$ cat src/rtl/pps_conditioner.sv
// -----------------------------------------------------------------------------
// pps_conditioner
//   Cleans up the raw GPS 1PPS input before it drives clock_counter.one_pps.
//   The input is synchronised and deglitched. Each pulse interval is checked
//   against the nominal clk count. Lock is tracked, and when the GPS pulse is
//   lost a synthetic pulse is issued (holdover) on the grid of the last real
//   edge.
//
// Ports
//   clk        in   system clock (clock_counter domain)
//   rst        in   asynchronous, active-high reset
//   pps_in     in   raw GPS 1PPS, asynchronous to clk
//   pps_out    out  conditioned pulse, one clk wide
//   locked     out  high while in LOCKED (registered from state)
//   holdover   out  high while in HOLDOVER (registered from state)
//   ivl_valid  out  one-clk strobe: last_ivl was updated this cycle
//   last_ivl   out  clk count between the last two qualified edges
// -----------------------------------------------------------------------------
module pps_conditioner #(
   parameter int CNT_W    = 28,
   parameter int NOMINAL  = 26000000,
   parameter int TOL      = 2600,
   parameter int GLITCH   = 4,
   parameter int LOCK_CNT = 2,
   parameter int HOLD_MAX = 10
) (
   input  logic             clk,
   input  logic             rst,
   input  logic             pps_in,
   output logic             pps_out,
   output logic             locked,
   output logic             holdover,
   output logic             ivl_valid,
   output logic [CNT_W-1:0] last_ivl
);

   localparam int GW = $clog2(GLITCH + 1);
   localparam int LW = $clog2(LOCK_CNT + 1);

   localparam logic [CNT_W-1:0] L_LO     = CNT_W'(NOMINAL - TOL);
   localparam logic [CNT_W-1:0] L_NOM    = CNT_W'(NOMINAL);
   localparam logic [CNT_W-1:0] L_HI     = CNT_W'(NOMINAL + TOL);
   localparam logic [CNT_W-1:0] L_TO     = CNT_W'(NOMINAL + TOL + 1);
   localparam logic [CNT_W-1:0] L_RELOAD = CNT_W'(TOL + 1);
   localparam logic [CNT_W-1:0] L_MAX    = '1;
   localparam logic [GW-1:0]    L_GLITCH_LAST = GW'(GLITCH - 1);
   localparam logic [LW-1:0]    L_LOCK_LAST   = LW'(LOCK_CNT - 1);
   localparam logic [7:0]       L_HOLD_MAX    = 8'(HOLD_MAX);

   typedef enum logic [1:0] {
      S_IDLE     = 2'd0,
      S_ACQUIRE  = 2'd1,
      S_LOCKED   = 2'd2,
      S_HOLDOVER = 2'd3
   } state_t;

   state_t r_state;
   state_t w_next;

   logic             r_s1, r_s2, r_f;
   logic [GW-1:0]    r_gcnt;
   logic [CNT_W-1:0] r_ivl;
   logic [LW-1:0]    r_good;
   logic [7:0]       r_hold;
   logic             r_pps_out, r_locked, r_holdover, r_ivl_valid;
   logic [CNT_W-1:0] r_last_ivl;

   logic             w_q;
   logic             w_syn;
   logic             w_upd;
   logic             w_in_win;
   logic             w_early;
   logic [7:0]       w_hold_inc;

   // ---------------------------------------------------------------- input path
   // NOTE: sequential state uses non-blocking assignments so every flop samples
   // the pre-edge values of the others.
   always_ff @(posedge clk or posedge rst) begin
      if (rst) begin
         r_s1   <= 1'b0;
         r_s2   <= 1'b0;
         r_f    <= 1'b0;
         r_gcnt <= '0;
      end else begin
         r_s1 <= pps_in;
         r_s2 <= r_s1;
         // Count consecutive synced samples that disagree with the filtered level.
         if (r_s2 == r_f) begin
            r_gcnt <= '0;
         end else if (r_gcnt == L_GLITCH_LAST) begin
            r_f    <= r_s2;
            r_gcnt <= '0;
         end else begin
            r_gcnt <= r_gcnt + GW'(1);
         end
      end
   end

   // Qualified edge: asserted in the cycle before the filter rises, so that
   // every registered consequence lands on the same edge as the filter.
   assign w_q = r_s2 & ~r_f & (r_gcnt == L_GLITCH_LAST);

   assign w_in_win   = (r_ivl >= L_LO) && (r_ivl <= L_HI);
   assign w_early    = (r_ivl < L_LO);
   assign w_hold_inc = (r_hold == 8'hFF) ? 8'hFF : r_hold + 8'd1;

   // ---------------------------------------------------------------- FSM
   always_ff @(posedge clk or posedge rst) begin
      if (rst) r_state <= S_IDLE;
      else     r_state <= w_next;
   end

   // NOTE: every combinational output gets a default first, so no path can
   // leave it unassigned and infer a latch.
   always_comb begin
      w_next = r_state;
      case (r_state)
         S_IDLE: begin
            if (w_q) w_next = S_ACQUIRE;
         end
         S_ACQUIRE: begin
            if (w_q) begin
               if (w_in_win && (r_good == L_LOCK_LAST)) w_next = S_LOCKED;
            end else if (r_ivl == L_TO) begin
               w_next = S_IDLE;
            end
         end
         S_LOCKED: begin
            if (w_q) begin
               if (w_early) w_next = S_ACQUIRE;
            end else if (w_syn) begin
               w_next = (HOLD_MAX <= 1) ? S_IDLE : S_HOLDOVER;
            end
         end
         S_HOLDOVER: begin
            if (w_q)                                    w_next = S_ACQUIRE;
            else if (w_syn && (w_hold_inc >= L_HOLD_MAX)) w_next = S_IDLE;
         end
         default: w_next = S_IDLE;
      endcase
   end

   // A real edge always wins over a synthetic pulse due in the same cycle.
   always_comb begin
      w_syn = 1'b0;
      w_upd = 1'b0;
      case (r_state)
         S_ACQUIRE:  w_upd = w_q;
         S_LOCKED: begin
            w_upd = w_q;
            w_syn = ~w_q & (r_ivl == L_HI);
         end
         S_HOLDOVER: begin
            w_upd = w_q;
            w_syn = ~w_q & (r_ivl == L_NOM);
         end
         default: ;
      endcase
   end

   // ---------------------------------------------------------------- datapath
   always_ff @(posedge clk or posedge rst) begin
      if (rst) begin
         r_ivl       <= '0;
         r_good      <= '0;
         r_hold      <= '0;
         r_pps_out   <= 1'b0;
         r_ivl_valid <= 1'b0;
         r_last_ivl  <= '0;
         r_locked    <= 1'b0;
         r_holdover  <= 1'b0;
      end else begin
         // The first synthetic pulse fires TOL late; reloading TOL+1 puts the
         // following ones back on the nominal grid of the last real edge.
         if (w_next == S_IDLE)                          r_ivl <= '0;
         else if (w_q || (w_syn && r_state == S_HOLDOVER)) r_ivl <= CNT_W'(1);
         else if (w_syn)                                r_ivl <= L_RELOAD;
         else if (r_ivl != L_MAX)                       r_ivl <= r_ivl + CNT_W'(1);

         if (w_q && r_state == S_ACQUIRE) r_good <= w_in_win ? r_good + LW'(1) : '0;
         else if (w_q)                    r_good <= '0;

         if (w_q)        r_hold <= '0;
         else if (w_syn) r_hold <= (r_state == S_LOCKED) ? 8'd1 : w_hold_inc;

         r_pps_out   <= w_q | w_syn;
         r_ivl_valid <= w_upd;
         if (w_upd) r_last_ivl <= r_ivl;

         r_locked   <= (r_state == S_LOCKED);
         r_holdover <= (r_state == S_HOLDOVER);
      end
   end

   assign pps_out   = r_pps_out;
   assign locked    = r_locked;
   assign holdover  = r_holdover;
   assign ivl_valid = r_ivl_valid;
   assign last_ivl  = r_last_ivl;

endmodule

$ cat config.mk
export PLATFORM = sky130hd
export DESIGN_NAME = pps_conditioner
export DESIGN_NICKNAME = d
export VERILOG_FILES = /design/src/rtl/pps_conditioner.sv
export SDC_FILE = /design/constraint.sdc
export NUM_CORES = 1
export LEC_CHECK = 0
export CAP_MARGIN = 20
export CORE_AREA = 2 2 71 140
export DETAILED_ROUTE_END_ITERATION = 12
export DIE_AREA = 0 0 73 142
export PLACE_DENSITY_LB_ADDON = 0.1
export SYNTH_ARGS = -nofsm -noshare
export SYNTH_HDL_FRONTEND = slang
export SYNTH_SLANG_ARGS = --single-unit
$ cat constraint.sdc
create_clock -name clk -period 4.56 [get_ports clk]
set_input_delay 0.456 -clock clk [delete_from_list [all_inputs] [get_ports clk]]
set_output_delay 0.456 -clock clk [all_outputs]
set_load 0.1 [all_outputs]
==> results.toml <==
[timing]
finClkSkew_ps = 5.578
hold_slack_ps = 347.2
tightest_slew_ps = 975.4
fin_crit_ps = 3087
finalSetupViolCount = 0
slew_headroom = 0.3477
maxSlewViolCount = 0
worst_slack_ps = 1473
layout_worst_path_cycle_share = 0.6769
rsz0062_at_grt = "no"
finalHoldViolations = 0
fmax_mhz = 324.0
finalSetupTns_ps = 0

[route]
ant_nets = 0
drtPass1Iterations = 4
routed_via_density = 5.816
first_iter_violations = 227
wirelength_mm = 9.693
vias = 3199
wl_per_cell_um = 17.62
drcViolationCount = 0

[final_layout]
fill_cells = 855
layout.cells.non_filler = 550
drive_above_1_share = 0.1323
syn_to_final_growth_pct = 18.05
ff_latch_area_um2 = 1952
antenna_cells = 0
final_nets = 451
multi_input_area_um2 = 1997

[grt]
grt_start_max_net_pins = 48
grt_usage = 0.2057
grt.overflow.total = 0
antenna_found_initial = 0
grt_pass1_wl_mm = 16.24
first_global_vias = 3185

[worst_setup_path]
critical_path_peak_fanout = 15
path_cells = "inv_1, ha_1, or4b_1, or4_1, or2_1, o221ai_2, buf_4, and3b_1, nor2_4, nor2_1"
end_kind = "flip-flop"
crit_required_ps = 4780
slowest_delay_ps = 560
worst_ep_arrival_time_ps = 3300
worst_setup_path_start_kind = "flip-flop"
cpMaxStageDelayCell = "or4_1"
critical_path_class = "flip-flop to flip-flop"

[clock_network]
cts_tree = "yes"
cts_setup_buffers = 0
cts.repair.resized = 0
clkTransAtPathRegs_ps = 60
root_buffer = "clkbuf_16"
clock_path_buffers = 2
clk_latency_ps = 340
htreeDepth = 3
cts-buffers-inserted = 9
holdBufCountCts = 0
cts.sinks = 78

[flow_run]
maxCapViolations = 0

[worst_hold_path]
worstHoldPathType = "flip-flop to flip-flop"

[placement]
io_buffers = 34
hpwlAfterDp_mm = 7.268
placed_cells = 534
post-place-ws_ps = 1469
gp_congestion = 0.9275

[power_and_ir_drop]
p_leak_nw = 2.095
p_per_area_nw_per_um2 = 455.9
max-vdd-ir-drop_v = 0.0002359

[logic_synthesis]
synth_seq_cells = 78
ys.flop_type = "dfrtp_1"
synth-edff-count = 0
synthesis.area_um2 = 4083
ys_seq_area_frac = 0.4781
synth.avg_cell_area_um2 = 9.862
ys_types = 61
synthArstFlopShare = 1.000
syn-num-nets = 424
synthCells = 414
synth_warnings = 0

[floorplan]
initial_utilization = 0.4380
dieArea_um2 = 10370
rows = 50
die_h_um = 142
core_area_um2 = 9321
io_pins = 35
die_x_um = 73

[status]
outcome = "finished, final reports clean"
==> layout make-up <==
type / count / share of cell area
tap: 104 / 0.02700
clock buffer: 11 / 0.05036
multi-input combinational: 302 / 0.4143
clock inverter: 5 / 0.01687
inverter: 12 / 0.009605
timing repair buffer: 38 / 0.07684
sequential: 78 / 0.4050
==> cell usage after synthesis, types with 3 or more instances <==
library cell,n,area share
nor3_1,9,0.011
mux2_2,29,0.080
inv_1,11,0.010
clkbuf_1,19,0.017
and3_1,10,0.015
or3_1,7,0.011
a21oi_1,19,0.023
dfrtp_1,78,0.48
o21ai_0,8,0.0098
nor2_1,45,0.041
nor2b_1,7,0.011
nand4_1,8,0.012
nand2_1,27,0.025
or2_1,3,0.0046
or4_1,3,0.0055
o21ai_1,13,0.016
a31oi_1,5,0.0077
nor4_1,4,0.0061
ha_1,7,0.021
xnor2_1,5,0.011
xor2_1,15,0.032
a41oi_1,3,0.0064
nand3_1,24,0.029
and2_1,4,0.0061
or3_4,3,0.0083
a21o_1,3,0.0055
==> logic make-up (layout without fill, tap and decap cells) <==
kind of cell | Yosys count | after routing | share of synthesized area
compound gates | 73 | 73 | 0.1171
xor+xnor | 20 | 20 | 0.04291
fa+ha+maj | 7 | 7 | 0.02145
buf+inv | 34 | 66 | 0.03340
flops | 78 | 78 | 0.4781
mux | 30 | 30 | 0.08244
simple gates | 172 | 172 | 0.2246
==> layout by cell type, fill, tap and decap left out, types with 3 or more instances in the layout <==
| cell | Yosys | final |
|---|---|---|
| dfrtp_1 | 78 | 78 |
| a41oi_1 | 3 | 3 |
| or3_1 | 7 | 7 |
| nor4_1 | 4 | 4 |
| buf_4 | 0 | 4 |
| nor2b_1 | 7 | 7 |
| o21ai_0 | 8 | 8 |
| inv_1 | 11 | 10 |
| a21oi_1 | 19 | 19 |
| or2_1 | 3 | 3 |
| and3_1 | 10 | 10 |
| clkdlybuf4s50_1 | 0 | 34 |
| ha_1 | 7 | 7 |
| xor2_1 | 15 | 15 |
| or4_1 | 3 | 3 |
| o21ai_1 | 13 | 13 |
| nand2_1 | 27 | 27 |
| nor3_1 | 9 | 9 |
| a31oi_1 | 5 | 5 |
| nand3_1 | 24 | 24 |
| xnor2_1 | 5 | 5 |
| nand4_1 | 8 | 8 |
| a21o_1 | 3 | 3 |
| and2_1 | 4 | 4 |
| clkbuf_16 | 0 | 9 |
| mux2_2 | 29 | 29 |
| nor2_1 | 45 | 44 |
| or3_4 | 3 | 3 |
==> power breakdown <==
group          switching, mW  internal [mW]  leakage (nW)
logic                  0.419          0.169         0.875
registers             0.0758          0.760          1.06
clock network          0.278          0.495         0.156
==> layer usage <==
| metal | vias to the layer above | track usage | routed length (um) |
|---|---|---|---|
| met3 | 14 | 0.03966 | 274 |
| met5 | - | 0 | 0 |
| met1 | 1577 | 0.2219 | 3609 |
| li1 | 1544 | - | - |
| met4 | 0 | 0.07602 | 195 |
| met2 | 64 | 0.3817 | 5614 |
==> path summary, 6_finish.rpt <==
kind | start | endpoint | slack (ps) | cells after the start
max | r_ivl[0]$_DFFE_PP0P_ | r_ivl[19]$_DFFE_PP0P_ | 1470 | 10
min | r_s1$_DFF_PP0_ | r_s2$_DFF_PP0_ | 350 | 0
max reg2reg | r_ivl[0]$_DFFE_PP0P_ | r_ivl[19]$_DFFE_PP0P_ | 1470 | 10
min reg2reg | r_s1$_DFF_PP0_ | r_s2$_DFF_PP0_ | 350 | 0
max in group asynchronous | rst | r_ivl[15]$_DFFE_PP0P_ | 3120 | 3
min in group asynchronous | rst | r_s1$_DFF_PP0_ | 460 | 2
==> sequential cells by signal, summed over array words and instances, names as in the netlist <==
| signal | cells |
|---|---|
| r_state | 2 |
| r_gcnt | 3 |
| pps_out | 1 |
| r_hold | 8 |
| locked | 1 |
| r_s1 | 1 |
| r_s2 | 1 |
| r_f | 1 |
| last_ivl | 28 |
| holdover | 1 |
| r_good | 2 |
| ivl_valid | 1 |
| r_ivl | 28 |
==> worst max-delay path, delay by kind of cell (launching register included) <==
kind	cells	cell delay (ps)
and+or+nand+nor	6	1800
DFF	1	460
buffers and inverters	2	360
adders and majority gates	1	170
AOI/OAI and AO/OA	1	160
==> metrics by stage <==
stage / instance area, um2 / total power [mW] / util
after floorplan: 4083 / 1.283 / -
after global placement: 4496 / 1.435 / 0.4823
after detailed placement: 4496 / 1.441 / 0.4823
after CTS: 4820 / 2.227 / 0.5170
after global routing: 4820 / 2.301 / 0.5170
final: 4820 / 2.197 / 0.5170
Power figures use the tool's default switching activity.
==> patch, RTL diff (config.mk and constraints unchanged) <==
The parameter `GLITCH` goes from 4 to 8.
--- a/src/rtl/pps_conditioner.sv
+++ b/src/rtl/pps_conditioner.sv
@@ -20,7 +20,7 @@
    parameter int CNT_W    = 28,
    parameter int NOMINAL  = 26000000,
    parameter int TOL      = 2600,
-   parameter int GLITCH   = 4,
+   parameter int GLITCH   = 8,
    parameter int LOCK_CNT = 2,
    parameter int HOLD_MAX = 10
 ) (
Function: changed (a bounded check fails within 10 cycles, from zero or initial values and one cycle with rst high).
==> patch against the original RTL <==
Sequential cell count up 1. Worst setup slack worse by 0.24 ns. Cell area up 2.3%. Combinational power down 46%. Total power down 17%. Sequential power down 2.6%. Critical path depth down 2. Routed wire length up 1.0%. Area after synthesis up 4.2%. Largest cell class unchanged. Largest power group unchanged.
==> patch: results (changes against the original RTL) <==
Logic synthesis
  • Syn nets: 423 (-0.24%)
  • Compound-gate portion of the synthesized area: 11.2% (-0.47 points)
  • Synth top cells by count: 79 x dfrtp_1, 28 x mux2_2, 26 x nor2_1, 23 x nand2_1, 23 x nor3_1
  • Synth cell types: 60 (-1.6%)
  • XOR/XNOR Fraction of Synth Area: 5.35% (+1.1 points)
  • Post-synthesis sequential area ratio: 46.5% (-1.3 points)
  • Synth top area cells: dfrtp_1 46%, mux2_2 7.4%, xnor2_1 4.1%, nor3_1 2.7%, nor3_2 2.6%
  • Multiplexer share of the synthesized area: 7.65% (-0.60 points)
  • Synth Area in Adders: 2.06% (-0.086 points)

Power
  • Worst VDD drop: 205 µV (-13%)
  • Leakage: 2.14 nW (+2.2%)

Status
  • Status: finished clean

Global route
  • First-pass GRT wire length: 16500 µm (+1.7%)
  • Tot GR Track Use: 20.5% (-0.11 points)

Detailed routing
  • Via density: 5.89 (+1.3%)
  • WL/cell: 17.9 µm (+1.8%)
  • Iteration-0 DRC count of the detailed router: 221 (-2.6%)

Final layout
  • Layout cells sized above 1: 17.4% (+4.2 points)
  • Post-Layout Cell Count: 546 (-0.73%)
  • # nets final: 447 (-0.89%)

Placement
  • Detailed Place HPWL: 6980 µm (-3.9%)
  • GPL Wtd Cong: 0.921 (-0.66%)
  • Placed cell count: 530 (-0.75%)

Setup path
  • Reg2reg path depth: 8 (-2)
  • Slowest Stage Delay on Critical Path: 0.77 ns (+0.21 ns)
  • CP Data Arrival Time: 3.52 ns (+0.22 ns)

STA
  • Worst-Margin Slew: 0.978 ns (+0.00306 ns)
  • Setup Skew: 0.00622 ns (+0.000646 ns)
## patch: cell types whose count changed after synthesis, moves of 9 or more
cell / before / now
xor2_1: 15 / 6
nor3_1: 9 / 23
nor3_2: 0 / 11
xnor2_1: 5 / 20
nor2_1: 45 / 26
o21ai_1: 13 / 0
o21ai_0: 8 / 22
## patch: power groups by stage
stage,Combinational [mW],Clock (mW),Sequential (mW)
floorplan,0.245,0,0.832
global route,0.347,0.745,0.823
finish,0.319,0.702,0.814
global placement,0.316,0,0.824
detailed placement,0.320,0,0.827
CTS,0.322,0.716,0.814
## patch: final cells by class
| cell class | instances | area, µm² | area share, % |
|---|---|---|---|
| multi-input cells | 292 | 2080 | 42.1 |
| clock inverters | 6 | 61.3 | 1.24 |
| flip-flops and latches | 79 | 1980 | 40.1 |
| repair buffers | 40 | 398 | 8.07 |
| clock buffers | 10 | 229 | 4.64 |
| inverters | 15 | 57.6 | 1.17 |
| well taps | 104 | 130 | 2.64 |
## patch: worst paths after layout
kind,from,endpoint,slack [ns]
setup / recovery,r_ivl[20]$_DFFE_PP0P_,r_ivl[10]$_DFFE_PP0P_,1.24
hold / removal,r_s1$_DFF_PP0_,r_s2$_DFF_PP0_,0.35
setup reg to reg,r_ivl[20]$_DFFE_PP0P_,r_ivl[10]$_DFFE_PP0P_,1.24
hold reg to reg,r_s1$_DFF_PP0_,r_s2$_DFF_PP0_,0.35
max in group asynchronous,rst,r_hold[7]$_DFFE_PP0P_,3.02
min in group asynchronous,rst,last_ivl[27]$_DFFE_PP0P_,0.53
## patch: per-layer routing
layer | global-route usage [%] | vias to the layer above | routed length (µm)
li1 | - | 1545 | -
met1 | 24.1 | 1600 | 3960
met2 | 35.6 | 50 | 5320
met3 | 3.05 | 21 | 212
met4 | 9.36 | 0 | 300
met5 | 0 | - | 0
## patch: cells by family (layout without fill, tap and decap cells)
kind of cell | count (synthesis) | in the layout
AND/OR/NAND/NOR | 162 | 162
XOR/XNOR | 26 | 26
AO/OA/AOI/OAI | 68 | 68
adder cells (fa/ha/maj) | 7 | 7
buffers and inverters | 42 | 71
flip-flops | 79 | 79
multiplexers | 29 | 29
## patch: worst max-delay path: cells and delay by family (launching register included)
family / cells / cell delay [ns]
AOI/OAI and AO/OA: 3 / 1.12
and+or+nand+nor: 4 / 1.35
DFF: 1 / 0.43
buffers and inverters: 1 / 0.27
## patch: stage by stage
stage	cell area [µm²]	setup WS, ns	utilization, %	hold WS, ns
floorplan	4250	1.86	-	0.331
global placement	4640	1.31	49.8	0.338
detailed placement	4640	1.25	49.8	0.342
global route	4930	1.02	52.9	0.378
CTS	4930	1.22	52.9	0.356
finish	4930	1.24	52.9	0.352
